File: src/rtl/vga_mode_pkg.sv
// rtl/vga_mode_pkg.sv - 640x480@60 raster timing constants and derived sync window bounds
package vga_mode_pkg;

  localparam int H_VISIBLE     = 640;
  localparam int H_FRONT_PORCH = 16;
  localparam int H_SYNC_PULSE  = 96;
  localparam int H_BACK_PORCH  = 48;
  localparam int H_WHOLE_LINE  = H_VISIBLE + H_FRONT_PORCH + H_SYNC_PULSE + H_BACK_PORCH;

  localparam int V_VISIBLE     = 480;
  localparam int V_FRONT_PORCH = 10;
  localparam int V_SYNC_PULSE  = 2;
  localparam int V_BACK_PORCH  = 33;
  localparam int V_WHOLE_FRAME = V_VISIBLE + V_FRONT_PORCH + V_SYNC_PULSE + V_BACK_PORCH;

  localparam int H_SYNC_START  = H_VISIBLE + H_FRONT_PORCH;
  localparam int H_SYNC_END    = H_SYNC_START + H_SYNC_PULSE;
  localparam int V_SYNC_START  = V_VISIBLE + V_FRONT_PORCH;
  localparam int V_SYNC_END    = V_SYNC_START + V_SYNC_PULSE;

  localparam bit SYNC_ACTIVE   = 1'b0;

endpackage

File: src/rtl/vga_axis_counter.sv
// rtl/vga_axis_counter.sv - one raster axis: wrapping counter plus registered sync window
module vga_axis_counter #(
  parameter int WHOLE       = 800,
  parameter int SYNC_START  = 656,
  parameter int SYNC_END    = 752,
  parameter int WIDTH       = 10,
  parameter bit SYNC_ACTIVE = 1'b0
) (
  input  logic             clk,
  input  logic             reset_n,
  input  logic             inc,
  output logic [WIDTH-1:0] count,
  output logic             wrap,
  output logic             sync
);

  localparam logic [WIDTH-1:0] LAST  = WIDTH'(WHOLE - 1);
  localparam logic [WIDTH-1:0] S_BEG = WIDTH'(SYNC_START);
  localparam logic [WIDTH-1:0] S_END = WIDTH'(SYNC_END);

  logic [WIDTH-1:0] count_next;

  // Terminal-count flag; the caller qualifies it with its own increment.
  assign wrap = (count == LAST);

  always_comb begin
    count_next = count;
    if (inc) begin
      count_next = wrap ? '0 : count + WIDTH'(1);
    end
  end

  always_ff @(posedge clk) begin
    if (!reset_n) begin
      count <= '0;
      sync  <= ~SYNC_ACTIVE;
    end else begin
      count <= count_next;
      sync  <= (count_next >= S_BEG && count_next < S_END) ? SYNC_ACTIVE : ~SYNC_ACTIVE;
    end
  end

endmodule

File: src/rtl/vga_sync_gen.sv
// rtl/vga_sync_gen.sv - raster timing generator: column/row counters, syncs, visible and start pulses
module vga_sync_gen
  import vga_mode_pkg::*;
#(
  parameter int H_VISIBLE     = vga_mode_pkg::H_VISIBLE,
  parameter int H_FRONT_PORCH = vga_mode_pkg::H_FRONT_PORCH,
  parameter int H_SYNC_PULSE  = vga_mode_pkg::H_SYNC_PULSE,
  parameter int H_BACK_PORCH  = vga_mode_pkg::H_BACK_PORCH,
  parameter int V_VISIBLE     = vga_mode_pkg::V_VISIBLE,
  parameter int V_FRONT_PORCH = vga_mode_pkg::V_FRONT_PORCH,
  parameter int V_SYNC_PULSE  = vga_mode_pkg::V_SYNC_PULSE,
  parameter int V_BACK_PORCH  = vga_mode_pkg::V_BACK_PORCH,
  parameter bit SYNC_ACTIVE   = vga_mode_pkg::SYNC_ACTIVE,
  localparam int H_WHOLE_LINE  = H_VISIBLE + H_FRONT_PORCH + H_SYNC_PULSE + H_BACK_PORCH,
  localparam int V_WHOLE_FRAME = V_VISIBLE + V_FRONT_PORCH + V_SYNC_PULSE + V_BACK_PORCH,
  localparam int COLUMN_BITS   = $clog2(H_WHOLE_LINE),
  localparam int ROW_BITS      = $clog2(V_WHOLE_FRAME)
) (
  input  logic                   clk,
  input  logic                   reset_n,
  input  logic                   pixel_en,
  output logic [COLUMN_BITS-1:0] column,
  output logic [ROW_BITS-1:0]    row,
  output logic                   visible,
  output logic                   hsync,
  output logic                   vsync,
  output logic                   line_start,
  output logic                   frame_start
);

  localparam int HS_BEG = H_VISIBLE + H_FRONT_PORCH;
  localparam int VS_BEG = V_VISIBLE + V_FRONT_PORCH;
  localparam logic [COLUMN_BITS-1:0] H_VIS = COLUMN_BITS'(H_VISIBLE);
  localparam logic [ROW_BITS-1:0]    V_VIS = ROW_BITS'(V_VISIBLE);

  if (H_FRONT_PORCH < 1 || H_SYNC_PULSE < 1 || H_BACK_PORCH < 1 ||
      V_FRONT_PORCH < 1 || V_SYNC_PULSE < 1 || V_BACK_PORCH < 1) begin : g_bad_porch
    $error("vga_sync_gen: every porch and sync pulse must be at least 1");
  end
  if (H_WHOLE_LINE > (1 << COLUMN_BITS) || V_WHOLE_FRAME > (1 << ROW_BITS)) begin : g_bad_width
    $error("vga_sync_gen: whole line/frame does not fit the counter width");
  end

  logic                   primed;
  logic                   first;
  logic                   h_inc;
  logic                   h_wrap;
  logic                   v_inc;
  logic                   v_wrap;
  logic [COLUMN_BITS-1:0] column_next;
  logic [ROW_BITS-1:0]    row_next;

  // The first enabled edge after reset presents 0/0 with both start pulses
  // instead of advancing, so consumers see a complete first pixel.
  assign first = pixel_en & ~primed;
  assign h_inc = pixel_en & primed;
  assign v_inc = h_inc & h_wrap;

  vga_axis_counter #(
    .WHOLE(H_WHOLE_LINE), .SYNC_START(HS_BEG), .SYNC_END(HS_BEG + H_SYNC_PULSE),
    .WIDTH(COLUMN_BITS), .SYNC_ACTIVE(SYNC_ACTIVE)
  ) u_h (
    .clk(clk), .reset_n(reset_n), .inc(h_inc),
    .count(column), .wrap(h_wrap), .sync(hsync)
  );

  vga_axis_counter #(
    .WHOLE(V_WHOLE_FRAME), .SYNC_START(VS_BEG), .SYNC_END(VS_BEG + V_SYNC_PULSE),
    .WIDTH(ROW_BITS), .SYNC_ACTIVE(SYNC_ACTIVE)
  ) u_v (
    .clk(clk), .reset_n(reset_n), .inc(v_inc),
    .count(row), .wrap(v_wrap), .sync(vsync)
  );

  always_comb begin
    column_next = column;
    row_next    = row;
    if (h_inc) begin
      column_next = h_wrap ? '0 : column + COLUMN_BITS'(1);
    end
    if (v_inc) begin
      row_next = v_wrap ? '0 : row + ROW_BITS'(1);
    end
  end

  always_ff @(posedge clk) begin
    if (!reset_n) begin
      primed      <= 1'b0;
      visible     <= 1'b1;
      line_start  <= 1'b0;
      frame_start <= 1'b0;
    end else begin
      primed      <= primed | pixel_en;
      visible     <= (column_next < H_VIS) && (row_next < V_VIS);
      line_start  <= first | v_inc;
      frame_start <= first | (v_inc & v_wrap);
    end
  end

endmodule

File: config.mk
export PLATFORM = sky130hd
export DESIGN_NAME = vga_sync_gen
export DESIGN_NICKNAME = d
export VERILOG_FILES = /design/src/rtl/vga_mode_pkg.sv /design/src/rtl/vga_axis_counter.sv /design/src/rtl/vga_sync_gen.sv
export SDC_FILE = /design/constraint.sdc
export NUM_CORES = 1
export LEC_CHECK = 0
export CAP_MARGIN = 5
export CORE_ASPECT_RATIO = 1.1
export CORE_MARGIN = 3
export CORE_UTILIZATION = 40
export CTS_CLUSTER_SIZE = 16
export DETAILED_ROUTE_END_ITERATION = 8
export PLACE_DENSITY = 0.68
export SYNTH_ARGS = -nofsm -noshare
export SYNTH_HDL_FRONTEND = slang
export SYNTH_SLANG_ARGS = --single-unit
File: constraint.sdc
create_clock -name clk -period 2.5 [get_ports clk]
set_input_delay 0.75 -clock clk [delete_from_list [all_inputs] [get_ports clk]]
set_output_delay 0.75 -clock clk [all_outputs]
set_load 0.05 [all_outputs]
==> flow_metrics.tcl <==
set metrics [dict create \
    p_leak_nw 0.689 \
    async_flop_share_pct 0 \
    arrival_ns 1.69 \
    die_height_um 66.4 \
    critPathBufInv 1 \
    portBuffers 27 \
    netlist.area_leader.share_pct 39.2 \
    r2r_start "u_h.count[5]$_SDFF_PN0_" \
    via_per_inst 5.45 \
    ys.warnings.count 0 \
    cts_buffers 3 \
    path_class "flip-flop to primary output" \
    power-per-cell-area_nw_per_um2 364 \
    setup_viol 0 \
    seq_area_um2 526 \
    yosys-top-cells-area "dfxtp_1 (39%), nor2_1 (7.4%), xor2_1 (6.6%), nand2_1 (5.1%), xnor2_1 (4.6%)" \
    final-hold-violation-count 0 \
    total_power_mw 0.644 \
    syn_to_final_growth_pct 33.4 \
    period_minus_slack_ns 2.44 \
    drc 0 \
    design_area_um2 1770 \
    final_layout_size_suffix_gt1_share_pct 17.1 \
    vdd_drop_max_uv 249 \
    cp-end-kind "primary output" \
    post_cts_buffers 0 \
    cp_cell_sequence "clkdlybuf4s50_1" \
    fin_crit_sh_pct 97.4 \
    max_stage_delay_ns 0.86 \
    synth_area_um2 1330 \
    grt_pass1_vias 1166 \
    syn_area_per_cell_um2 8.39 \
    outcome "completed" \
    clockBufferDepth 2 \
    cpMaxStageDelayCell "clkdlybuf4s50_1" \
    multi_input_area_um2 767 \
    fin_nets 207 \
    cts_root_buf "clkbuf_4" \
    detail-route-antenna-nets 0 \
    rsz0062_at_grt "false" \
    grt_usage_pct 16.5 \
    yosysTopAreaCell "dfxtp_1" \
    synth_fp_nets 164 \
    wl_per_cell_um 13.1 \
    yosysSeqAreaShare_pct 39.2 \
    dr.first_iter.drc_count 40 \
    holdPathEnd "u_h.count[1]$_SDFF_PN0_" \
    clk_pin_slew_worst_paths_ns 0.14 \
    cts_tree "built" \
    postSynthCellCount 158 \
    hp-class "flip-flop to flip-flop" \
    n_fill_cell 287 \
    synth_seq_cells 26 \
    cts_hold_buffers 0 \
    cp_top_family "buffers and inverters" \
    critPathMaxFanout 6 \
    dp_hpwl_mm 2.35 \
    layout.cells.non_filler 233 \
    ys.flop_type "dfxtp_1" \
    core-area_um2 3100 \
    drt-pass1-iter-count 4 \
    reg2reg_slack_ns 0.22 \
    slew_violations 0 \
    synth_cell_types 35 \
    place_inst 230 \
    clock.fmax_ghz 0.411 \
    start_kind "flip-flop" \
    maxCapViolations 0 \
    slew-limit-headroom_pct 65.8 \
    post_dp_cell_area_um2 1730 \
    clk_latency_ns 0.31 \
    worst_pin_slew_ns 0.511 \
    rows 21 \
    cp.required_ns 1.75 \
    antenna_cells 0 \
    whs_ns 0.503 \
    die_x_um 60.9 \
    htreeDepth 1 \
    grt_max_degree 14 \
    num_vias 1270 \
    dieArea_um2 4040 \
    pin_count 28 \
    synth_edf_count 0 \
    whs_path_depth 2 \
    initial_core_util_pct 42.8 \
    routabilityCongestion 0.833 \
    pre_cts_ws_ns -0.404 \
    grt-ovfl-total 0 \
    r2r_cells 6 \
    hp-start "u_h.count[1]$_SDFF_PN0_" \
    setup_ws_ns 0.0644 \
    synthTopCellsByCount "dfxtp_1 (26), nor2_1 (26), nand2_1 (18), xor2_1 (10), nand3_1 (8)" \
    antenna_found_initial 0 \
    cts_sinks 26 \
    timing.rr.end "u_v.sync$_SDFF_PN1_" \
    skew_ns 0.00565 \
    grt_pass1_wl_mm 5.18 \
    wirelength_mm 3.04 \
]
-- how the worst max path moves through the flow --
| stage | startpoint | endpoint | slack (ns) | cells past startpoint |
|---|---|---|---|---|
| 2_1_floorplan | u_h.count[2]$_SDFF_PN0_ | u_v.sync$_SDFF_PN1_ | 0.001 | 7 |
| 3_3_place_gp | pixel_en | u_v.sync$_SDFF_PN1_ | -0.34 | 7 |
| 3_5_place_dp | pixel_en | u_v.sync$_SDFF_PN1_ | -0.40 | 7 |
| 4_1_cts | pixel_en | u_v.sync$_SDFF_PN1_ | 0.01 | 7 |
| 5_1_grt | u_h.count[7]$_SDFF_PN0_ | column[7] | 0.002 | 1 |
| 6_report | u_h.count[7]$_SDFF_PN0_ | column[7] | 0.06 | 1 |
-- kinds of logic after synthesis --
group	count (synthesis)	share of synthesized area [%]
AO/OA/AOI/OAI	18	8.59
flip-flops	26	39.2
AND/OR/NAND/NOR	85	34.5
buffers and inverters	9	3.59
adder cells (fa/ha/maj)	3	2.83
XOR/XNOR	17	11.2
-- timing repair --
item / in CTS / in global routing
endpoints found under the setup margin: 1 / 2
pin swaps: 1 / 1
gates resized for setup: 2 / 4
-- tightest hold or removal path: cells and delay by family, from the launching register on --
kind,cells,cell delay (ns)
flip-flops,1,0.36
AO/OA/AOI/OAI,1,0.06
AND/OR/NAND/NOR,1,0.06
-- registers in the layout (all words and copies together) (netlist names) --
register,count
u_h.count,10
u_h.sync,1
line_start,1
primed,1
u_v.sync,1
u_v.count,10
visible,1
frame_start,1
-- through the flow --
stage,TNS [ns],utilization [%]
after floorplan,0,-
after global placement,-0.511,55.9
after detailed placement,-0.582,55.9
after CTS,0,56.7
after global routing,0,57.1
final,0,57.1
-- per-layer routing --
layer,GRT usage (%),vias to the layer above,routed length (µm)
li1,-,638,-
met5,0,-,0
met4,4.07,0,21
met2,27.8,20,1500
met3,3.71,2,101
met1,21.0,610,1420
-- cells in the final DEF, fill, tap and decap left out --
| cell type | instances |
|---|---|
| ha_1 | 3 |
| nand2_1 | 18 |
| xor2_1 | 10 |
| nor4b_4 | 1 |
| a21oi_1 | 4 |
| nand4_2 | 1 |
| nand4_1 | 7 |
| nor2_1 | 26 |
| dfxtp_2 | 4 |
| dlymetal6s2s_1 | 2 |
| nor2b_1 | 3 |
| nand3_2 | 1 |
| xnor2_1 | 7 |
| or3_1 | 2 |
| and4_1 | 2 |
| inv_1 | 3 |
| o21ai_2 | 1 |
| buf_4 | 18 |
| nor3_1 | 1 |
| a211oi_1 | 1 |
| and3_1 | 2 |
| a31oi_1 | 3 |
| and3_4 | 1 |
| a32o_1 | 2 |
| nor4_1 | 2 |
| nand2b_1 | 2 |
| clkdlybuf4s50_1 | 24 |
| nand3_1 | 8 |
| or3b_1 | 1 |
| and2_1 | 2 |
| nor3_2 | 1 |
| a21oi_2 | 1 |
| and4_4 | 2 |
| o21ai_0 | 6 |
| dfxtp_1 | 22 |
| clkbuf_4 | 3 |
| or4_1 | 2 |
-- power by group --
| part | switching [mW] | leakage, nW | internal, mW | total, mW |
|---|---|---|---|---|
| Combinational | 0.0272 | 0.462 | 0.0182 | 0.0454 |
| Clock | 0.119 | 0.0138 | 0.0563 | 0.175 |
| Sequential | 0.00403 | 0.212 | 0.419 | 0.423 |
-- final cells by class --
type / count / share of cell area [%]
clock buffer: 3 / 1.27
multi-input combinational: 123 / 43.4
timing repair buffer: 44 / 22.6
inverter: 3 / 0.636
tap: 34 / 2.40
sequential: 26 / 29.7
No activity file was read; power rests on OpenSTA's default activity.
